<file path="config.mk">
export PLATFORM = sky130hd
export DESIGN_NAME = scoreboard_ctrl
export DESIGN_NICKNAME = d
export VERILOG_FILES = /design/src/rtl/scoreboard_ctrl.sv
export SDC_FILE = /design/constraint.sdc
export NUM_CORES = 1
export LEC_CHECK = 0
export CAP_MARGIN = 20
export CORE_MARGIN = 2
export CORE_UTILIZATION = 32
export DETAILED_ROUTE_END_ITERATION = 8
export GPL_ROUTABILITY_DRIVEN = 0
export SYNTH_ARGS = -nofsm -noshare
export SYNTH_HDL_FRONTEND = slang
export SYNTH_SLANG_ARGS = --single-unit
</file>
<file path="constraint.sdc">
create_clock -name clk -period 3.7 [get_ports clk]
set_clock_uncertainty 0.15 [all_clocks]
set_input_delay 0.37 -clock clk [delete_from_list [all_inputs] [get_ports clk]]
set_output_delay 0.37 -clock clk [all_outputs]
set_load 0.02 [all_outputs]
</file>
<file path="src/rtl/scoreboard_ctrl.sv">
// Decode-stage issue controller: per-register pending-write counters, RAW/structural stall and branch flush.
// Optional SB_WB_BYPASS_EN lets a consumer issue in the same cycle as its producer's final write-back.
module scoreboard_ctrl #(
  parameter int NUM_REGS     = 32,
  parameter int ADDR_W       = 5,
  parameter int CNT_W        = 2,
  parameter int FLUSH_CYCLES = 2
) (
  input  logic              clk,
  input  logic              rst,
  input  logic              id_valid,
  input  logic [ADDR_W-1:0] id_src1,
  input  logic [ADDR_W-1:0] id_src2,
  input  logic              id_use_src2,
  input  logic [ADDR_W-1:0] id_dest,
  input  logic              id_wb_en,
  input  logic              ex_br_taken,
  input  logic              wb_en,
  input  logic [ADDR_W-1:0] wb_dest,
  output logic              stall,
  output logic              issue,
  output logic              flush,
  output logic              busy,
  output logic              sb_err
);

  localparam int FL_W = (FLUSH_CYCLES > 1) ? $clog2(FLUSH_CYCLES) : 1;
  localparam logic [CNT_W-1:0] CNT_MAX  = '1;
  localparam logic [FL_W-1:0]  FL_LOAD  = FL_W'(FLUSH_CYCLES - 1);

  typedef enum logic {IDLE, FLUSH} state_t;

  state_t            state;
  logic [FL_W-1:0]   flush_left;
  logic [CNT_W-1:0]  cnt [NUM_REGS];

  logic              hazard1;
  logic              hazard2;
  logic              full;
  logic              wb_spur;
  logic [NUM_REGS-1:0] inc_vec;
  logic [NUM_REGS-1:0] dec_vec;

  // Same-cycle inc and dec cancel; saturation and underflow are blocked upstream.
  function automatic logic [CNT_W-1:0] cnt_next(input logic [CNT_W-1:0] cur,
                                                input logic inc, input logic dec);
    logic [CNT_W-1:0] nxt;
    nxt = cur;
    if (inc && !dec && cur != CNT_MAX)
      nxt = cur + 1'b1;
    else if (dec && !inc && cur != '0)
      nxt = cur - 1'b1;
    return nxt;
  endfunction

  always_comb begin
    hazard1 = (id_src1 != '0) && (cnt[id_src1] != '0);
    hazard2 = id_use_src2 && (id_src2 != '0) && (cnt[id_src2] != '0);
`ifdef SB_WB_BYPASS_EN
    // Register file writes before it reads, so the last outstanding write lands in time.
    if (wb_en && wb_dest == id_src1 && cnt[id_src1] == CNT_W'(1))
      hazard1 = 1'b0;
    if (wb_en && wb_dest == id_src2 && cnt[id_src2] == CNT_W'(1))
      hazard2 = 1'b0;
`endif
    full  = id_wb_en && (id_dest != '0) && (cnt[id_dest] == CNT_MAX);
    flush = ex_br_taken || (state == FLUSH);
    stall = id_valid && !flush && (hazard1 || hazard2 || full);
    issue = id_valid && !flush && !stall;
    wb_spur = wb_en && (wb_dest != '0) && (cnt[wb_dest] == '0);
  end

  always_comb begin
    inc_vec = '0;
    dec_vec = '0;
    busy    = 1'b0;
    for (int r = 1; r < NUM_REGS; r++) begin
      inc_vec[r] = issue && id_wb_en && (id_dest == ADDR_W'(r));
      dec_vec[r] = wb_en && (wb_dest == ADDR_W'(r)) && (cnt[r] != '0);
      busy       = busy || (cnt[r] != '0);
    end
  end

  always_ff @(posedge clk) begin
    if (rst) begin
      for (int r = 0; r < NUM_REGS; r++)
        cnt[r] <= '0;
      sb_err <= 1'b0;
    end else begin
      cnt[0] <= '0;
      for (int r = 1; r < NUM_REGS; r++)
        cnt[r] <= cnt_next(cnt[r], inc_vec[r], dec_vec[r]);
      if (wb_spur)
        sb_err <= 1'b1;
    end
  end

  // Branch flush sequencer; a taken branch seen while flushing is a wrong-path bubble.
  always_ff @(posedge clk) begin
    if (rst) begin
      state      <= IDLE;
      flush_left <= '0;
    end else begin
      case (state)
        IDLE: begin
          if (ex_br_taken && FLUSH_CYCLES > 1) begin
            state      <= FLUSH;
            flush_left <= FL_LOAD;
          end
        end
        FLUSH: begin
          flush_left <= flush_left - 1'b1;
          if (flush_left <= FL_W'(1))
            state <= IDLE;
        end
        default: begin
          state      <= IDLE;
          flush_left <= '0;
        end
      endcase
    end
  end

endmodule

</file>
* Word-level counts from Yosys, hierarchy flattened
Memories as Yosys holds them, arrays and structs flattened.
Cells that the tools add are included.
** Word-level totals
- Register bits after elaboration :: 3
- Memory bits (writable) :: 64
- Bits of input ports :: 27
- Output and inout port bits :: 5
- Memories :: 1
** Cells by class
- $add $sub $neg :: 63
- Order comparisons :: 1
- Equality and inequality tests :: 95
- Mux-type cells :: 133
- Bitwise operators :: 33
- Reduce and logical (&&, ||, !) cells :: 363
** Memories
- cnt :: words 32, width 2, read ports 35, clocked after Yosys merged registers in 0, write ports 32, line 35 : logic [CNT_W-1:0] cnt [NUM_REGS];
** Operators by type and width (count)
- two-way mux 2 bit :: 125
- logical AND 1 bit :: 228
- == test 5 bit (second input constant) :: 32
- == test 5 x 4 -> 1 bit (second input constant) :: 16
- nonzero test 2 bit :: 33
- zero test 1 bit :: 64
- inequality test 2 bit (second input constant) :: 32
- adder 2 x 1 -> 2 bit (second input constant) :: 31
- subtractor 2 x 1 -> 2 bit (second input constant) :: 31
- == test 5 x 3 -> 1 bit (second input constant) :: 8
- logical OR 1 bit :: 33
- OR 1 bit :: 32
- == test 5 x 2 -> 1 bit (second input constant) :: 4
- nonzero test 5 bit :: 4
- == test 5 x 1 -> 1 bit (second input constant) :: 2
- two-way mux 1 bit :: 6
- one-hot mux 1 bit (2 select lines) :: 2
- == test 2 bit (second input constant) :: 1
- zero test 2 bit :: 1
- less-or-equal comparator 1 bit (second input constant) :: 1
- NOT 1 bit :: 1
- subtractor 1 bit (second input constant) :: 1

* Depth between registers and ports, before layout
Gate-level depths: netlist (run 1).
An unclocked memory read counts as a cell.
- Depth after elaboration :: 32
- Mapped depth :: 13
- Mapped depth without buffers :: 8

* Worst setup path after synthesis (run 1)
No wires, ideal clock.
- Kind :: input-to-output
- Start point :: input id_dest[0]
- End point :: output issue
- Arrival time :: 2344 ps
- Data required time :: 3180 ps
- Slack :: 836 ps
- Stages on the path :: 9
- Path buffers :: 3
- Cell sequence :: buf_6 > buf_12 > mux4_2 > a22oi_1 > a32o_2 > nand3_2 > buf_6 > or2_2 > nor2_1
** Between the ends
- Word-level cells in the longest chain between the ends :: 7
- Elaborated cells on any way between the ends :: 9
** Ends and longest elaborated chain
- from (decl) :: line 15 : input logic [ADDR_W-1:0] id_dest,
- memory read (32 x 2 bit) / nonzero test 5 bit (equally long branches)
- == test 2 bit / logical AND 1 bit (equally long branches) :: line 66 : full = id_wb_en && (id_dest != '0) && (cnt[id_dest] == CNT_MAX);
- logical AND 1 bit (*) :: line 66
- logical OR 1 bit (*) :: line 68 : stall = id_valid && !flush && (hazard1 || hazard2 || full);
- logical AND 1 bit (*) :: line 68
- zero test 1 bit (*) :: line 69 : issue = id_valid && !flush && !stall;
- logical AND 1 bit (*) :: line 69
- to (decl) :: line 21 : output logic issue,
Mark *: on every way between the ends. The rest lies on a longest branch, timed or not.

* Worst setup path after layout (run 1)
- Start point :: input id_dest[0]
- End point :: output stall
** Between the ends
- Word-level cells in the longest chain between the ends :: 5
- Elaborated cells on any way between the ends :: 7
** Ends and longest elaborated chain
- memory read (32 x 2 bit) / nonzero test 5 bit (equally long branches)
- == test 2 bit / logical AND 1 bit (equally long branches) :: line 66
- logical AND 1 bit (*) :: line 66
- logical OR 1 bit (*) :: line 68
- logical AND 1 bit (*) :: line 68
- to (decl) :: line 20 : output logic stall,
Marked as above.

==> results of run 1 <==
-- state kept, by name, summed over array words and instances, names as in the netlist --
name    count
cnt        62
sb_err      1
state       1
-- cells in the mapped netlist (3+ instances only) --
cell	n	area, um^2
a211o_1	4	35.0
a21oi_1	42	210
a221oi_1	4	35.0
a22oi_1	4	30.0
and2_1	8	50.1
and3_1	3	18.8
buf_2	14	70.1
buf_4	3	22.5
buf_6	3	33.8
clkbuf_1	21	78.8
dfxtp_1	64	1280
inv_1	13	48.8
mux2_2	14	158
mux2i_1	11	110
mux4_2	27	608
nand2_1	76	285
nand2b_1	10	62.6
nand3_1	33	165
nand3_2	3	30.0
nand3b_1	6	45.0
nand4_1	18	113
nor2_1	106	398
nor2b_1	17	106
nor3_1	29	145
nor3b_1	10	75.1
nor4_1	19	119
nor4_2	12	150
nor4_4	4	85.1
o2111a_1	4	45.0
o211ai_1	9	67.6
o21ai_0	48	240
o22ai_1	13	81.3
o2bb2ai_1	8	70.1
o31a_1	3	26.3
o31ai_1	7	52.6
o32ai_1	4	35.0
or2_2	9	56.3
or3_1	16	100
xnor2_1	17	149
xor2_1	6	52.6
-- final timing paths --
path	startpoint	endpoint	slack, ns	depth (start not counted)
min	state$_SDFF_PP0_	state$_SDFF_PP0_	0.28	1
max reg2reg	cnt[6][0]$_SDFFE_PP0P_	cnt[13][0]$_SDFFE_PP0P_	0.40	9
max	id_dest[0]	stall	0.08	9
min reg2reg	state$_SDFF_PP0_	state$_SDFF_PP0_	0.28	1
-- through the flow --
step                      cells  util (%)  worst slack, ns  hold slack, ns
after floorplan             757         -            0.836           0.255
after global placement     1032      37.2          -0.0901           0.269
after detailed placement   1032      37.2           -0.114           0.274
after CTS                  1047      38.8           0.0169           0.283
after global routing       1047      38.8         -0.00857           0.313
final                      1047      38.8           0.0759           0.281
-- report_power, final --
part           internal (mW)  switching, mW  leakage (nW)
combinational          0.117          0.203          1.55
sequential             0.692        0.00181         0.516
clock                  0.533          0.340         0.145
-- logic make-up (layout without fill, tap and decap cells) --
group | Yosys count | in the layout | synth area share, %
simple gates | 387 | 387 | 35.4
buf+inv | 58 | 119 | 4.88
mux | 52 | 52 | 15.0
xor+xnor | 23 | 23 | 3.44
flops | 64 | 64 | 21.9
compound gates | 173 | 173 | 19.4
-- cell type report --
type	instances	share of cell area, %
inverters	15	0.807
repair buffers	89	11.0
clock inverters	4	0.646
clock buffers	11	3.48
multi-input cells	635	61.6
flip-flops and latches	64	18.4
well taps	229	4.11
-- per-layer routing --
metal,vias up,global-route usage (%)
li1,2951,-
met5,-,0
met3,54,6.88
met1,2999,32.0
met2,376,33.1
met4,0,6.86
==> flow_metrics.tcl, run 1 <==
set metrics [dict create \
    status "complete, no violations" \
    worstSetupPathType "input pin to output port" \
    fmax_mhz 276 \
    io_pins 32 \
    cpPeakStageDelay_ns 0.53 \
    slew_headroom_pct 37.3 \
    grt_max_degree 61 \
    synth_ff_type "dfxtp_1" \
    met2_length_mm 9.34 \
    setup_violations 0 \
    cts_hold_buf 0 \
    die_h_um 139 \
    io_buffers 31 \
    power_leakage_nw 2.21 \
    gr-total-overflow 0 \
    clkLatencyLatePin_ns 0.35 \
    worst_pin_slew_ns 0.940 \
    post_cts_buffers 0 \
    wl_mm 21.8 \
    crit_required_ns 3.18 \
    die_width_um 139 \
    synth_edf_count 0 \
    vias_per_cell 6.09 \
    postLayoutCellArea_mm2 0.00697 \
    cp_slowest_cell "mux4_2" \
    finalPower_mw 1.89 \
    antenna_found_initial 0 \
    min_path_type "flip-flop to flip-flop" \
    first_global_vias 5796 \
    track_usage_pct 22.6 \
    crit_buf_inv 3 \
    n_antenna_cell 0 \
    clkSlewWorstSetupHoldPaths_ns 0.05 \
    initial_utilization_pct 32.6 \
    min_period_over_period_pct 97.9 \
    syn-num-nets 784 \
    fp.coreArea_mm2 0.0180 \
    nets 841 \
    vias 6380 \
    cts_max_path_buffers 2 \
    cts_sinks 64 \
    first_iter_violations 922 \
    worstSetupStartpointType "input pin" \
    area_delta_synth_final_pct 19.2 \
    met3WireLength_mm 2.58 \
    top_layer_used "met4" \
    place_area_mm2 0.00667 \
    wl_per_cell_um 20.9 \
    wirelength_met1_mm 9.33 \
    dr.pass1.iters 5 \
    drv_cap 0 \
    post-route-drc-count 0 \
    syn-instance-count 757 \
    cts_resized 1 \
    ys_seq_area_share_pct 21.9 \
    layout-drive-gt1-share_pct 18.7 \
    cts_tree "done" \
    irDropWorstVdd_mv 0.218 \
    p_per_area_mw_per_mm2 270 \
    hpwl_mm 16.5 \
    ys_warn_count 0 \
    mostFrequentLayoutCells "105 x nor2_1, 76 x nand2_1, 64 x dfxtp_1" \
    layout_min_cycle_time_ns 3.62 \
    hold_viol 0 \
    std_cell_rows 49 \
    crit_family "buffers and inverters" \
    regArea_mm2 0.00128 \
    ys_types 67 \
    multiInputGateArea_mm2 0.00429 \
    ant_nets 0 \
    ys_ff_latch 64 \
    fillers 1810 \
    final_common_cell "nor2_1" \
    path_cells "clkdlybuf4s50_1 > buf_12 > mux4_2 > a22oi_1 > a32o_2 > nand3_2 > or2_2 > and2_1 > clkdlybuf4s50_1" \
    tns_ns 0 \
    root_buffer "clkbuf_16" \
    syn-cell-area_mm2 0.00585 \
    die-area_mm2 0.0194 \
    cp_max_fo 18 \
    drv_slew 0 \
    path_common_cell "clkdlybuf4s50_1" \
    syn_avg_cell_area_um2 7.73 \
    endpoint_kind "output port" \
    h-tree-depth 3 \
    cp.arrival_ns 3.10 \
    numCtsBuffers 9 \
    synth-async-reset-ratio_pct 0 \
    grt_pass1_wl_mm 34.1 \
]
Note: power is estimated with default switching activity, not from simulation.
==> inputs of run 2 (changes only) <==
--- a/config.mk
+++ b/config.mk
@@ -5,11 +5,12 @@
 export SDC_FILE = /design/constraint.sdc
 export NUM_CORES = 1
 export LEC_CHECK = 0
-export CAP_MARGIN = 20
+export CAP_MARGIN = 30
 export CORE_MARGIN = 2
 export CORE_UTILIZATION = 32
 export DETAILED_ROUTE_END_ITERATION = 8
 export GPL_ROUTABILITY_DRIVEN = 0
+export HOLD_SLACK_MARGIN = 0.05
 export SYNTH_ARGS = -nofsm -noshare
 export SYNTH_HDL_FRONTEND = slang
 export SYNTH_SLANG_ARGS = --single-unit
==> results of run 2 <==
The final DEF is identical to that of run 1; final timing and power are the same.
==> inputs of run 3 (changes only) <==
--- a/config.mk
+++ b/config.mk
@@ -9,8 +9,9 @@
 export CORE_MARGIN = 2
 export CORE_UTILIZATION = 32
 export DETAILED_ROUTE_END_ITERATION = 8
-export GPL_ROUTABILITY_DRIVEN = 0
 export HOLD_SLACK_MARGIN = 0.05
+export MAX_ROUTING_LAYER = met4
+export REMOVE_ABC_BUFFERS = 1
 export SYNTH_ARGS = -nofsm -noshare
 export SYNTH_HDL_FRONTEND = slang
 export SYNTH_SLANG_ARGS = --single-unit
==> flow_metrics.tcl, run 3 (synthesis gave the netlist of run 1 again) <==
set metrics [dict create \
    gp_congestion 1.01 \
    std_cell_rows 49 \
    cts_max_path_buffers 2 \
    drv_slew 0 \
    worst_pin_slew_ns 0.716 \
    fmax_mhz 298 \
    h-tree-depth 3 \
    p_per_area_mw_per_mm2 276 \
    vias_per_cell 6.18 \
    rsz0062_at_grt "false" \
    setup_violations 0 \
    worstSetupStartpointType "flip-flop" \
    cp_slowest_cell "nor2_1" \
    root_buffer "clkbuf_16" \
    power_leakage_nw 2.30 \
    drv_cap 0 \
    crit_buf_inv 1 \
    largest_reg_flops 62 \
    place_area_mm2 0.00679 \
    worstSetupPathType "flip-flop to output port" \
    crit_family "simple AND/OR/NAND/NOR gates" \
    ant_nets 0 \
    die_h_um 139 \
    post-route-drc-count 0 \
    wl_mm 22.8 \
    layout-drive-gt1-share_pct 19.6 \
    endpoint_kind "output port" \
    met3WireLength_mm 2.19 \
    cts_sinks 64 \
    irDropWorstVdd_mv 0.217 \
    nets 852 \
    cpPeakStageDelay_ns 0.46 \
    dr.pass1.iters 6 \
    wirelength_met1_mm 9.92 \
    die_width_um 139 \
    gr-total-overflow 0 \
    wl_per_cell_um 21.5 \
    met2_length_mm 10.0 \
    top_regs "cnt: 62 flops, sb_err: 1 flops, state: 1 flops" \
    io_pins 32 \
    postLayoutCellArea_mm2 0.00712 \
    hold_viol 0 \
    antenna_found_initial 0 \
    cp.arrival_ns 2.83 \
    track_usage_pct 24.1 \
    path_cells "nor2_1 > mux4_2 > o22ai_1 > o21ai_1 > nand3_2 > or2_2 > and2_1 > dlymetal6s2s_1" \
    crit_required_ns 3.18 \
    initial_utilization_pct 32.6 \
    cts_hold_buf 0 \
    top_register "cnt" \
    min_period_over_period_pct 90.7 \
    die-area_mm2 0.0194 \
    fp.coreArea_mm2 0.0180 \
    top_layer_used "met4" \
    n_antenna_cell 0 \
    cp_max_fo 6 \
    final_common_cell "nor2_1" \
    slew_headroom_pct 52.3 \
    clkLatencyLatePin_ns 0.35 \
    mostFrequentLayoutCells "105 x nor2_1, 76 x nand2_1, 65 x buf_4" \
    first_iter_violations 857 \
    min_path_type "flip-flop to flip-flop" \
    io_buffers 31 \
    hpwl_mm 17.3 \
    vias 6544 \
    area_delta_synth_final_pct 21.6 \
    numCtsBuffers 9 \
    grt_pass1_wl_mm 35.1 \
    first_global_vias 5974 \
    tns_ns 0 \
    cts_tree "done" \
    grt_max_degree 61 \
    clkSlewWorstSetupHoldPaths_ns 0.05 \
    status "complete, no violations" \
    layout_min_cycle_time_ns 3.35 \
]
## run 3: changes by cell type in the layout (fill, tap and decap cells not counted), sizes merged
cell,delta
clkdlybuf4s50,-1
dlymetal6s2s,+1
clkinv,-2
clkbuf,+2
bufinv,+1
buf,+11
## run 3: report_power, final
part           internal, mW  leakage (nW)  switching [mW]
Combinational         0.126          1.63           0.209
Sequential            0.692         0.516         0.00236
Clock                 0.608         0.154           0.329
## run 3: through the flow
step | power [mW] | std cells | hold slack (ns) | worst slack [ns] | util, %
6_report | 1.97 | 1059 | 0.279 | 0.346 | 39.6
5_1_grt | 2.03 | 1059 | 0.287 | 0.270 | 39.6
4_1_cts | 1.97 | 1059 | 0.278 | 0.0266 | 39.5
3_3_place_gp | 1.03 | 1042 | 0.269 | 0.0235 | 37.6
2_1_floorplan | 0.846 | 714 | 0.252 | 0.690 | -
3_5_place_dp | 1.03 | 1043 | 0.272 | 0.0395 | 37.8
## run 3: area by class of cell
class                      instances  area (um^2)
fill                            1838        10800
sequential                        64         1280
clock inverter                     3         65.1
inverter                          15         56.3
tap                              229          287
clock buffer                      13          250
multi-input combinational        635         4290
timing repair buffer             100          886
## run 3: worst paths after layout
path | from | endpoint | slack, ns | cells past startpoint
worst min register to register | state$_SDFF_PP0_ | state$_SDFF_PP0_ | 0.28 | 1
worst min-delay path | state$_SDFF_PP0_ | state$_SDFF_PP0_ | 0.28 | 1
worst max-delay path | cnt[20][1]$_SDFFE_PP0P_ | stall | 0.35 | 8
worst max register to register | cnt[20][1]$_SDFFE_PP0P_ | cnt[13][0]$_SDFFE_PP0P_ | 0.50 | 9
## run 3: per-layer routing
metal	vias up	global-route usage, %
met3	53	4.99
met2	344	35.2
met4	0	9.41
met5	-	-
li1	2980	-
met1	3167	32.7
## run 3: timing repair
item	in CTS	in global routing
resized for setup	0	5
buffers inserted	0	0
endpoints found under the hold margin	0	0
endpoints found under the setup margin	0	2
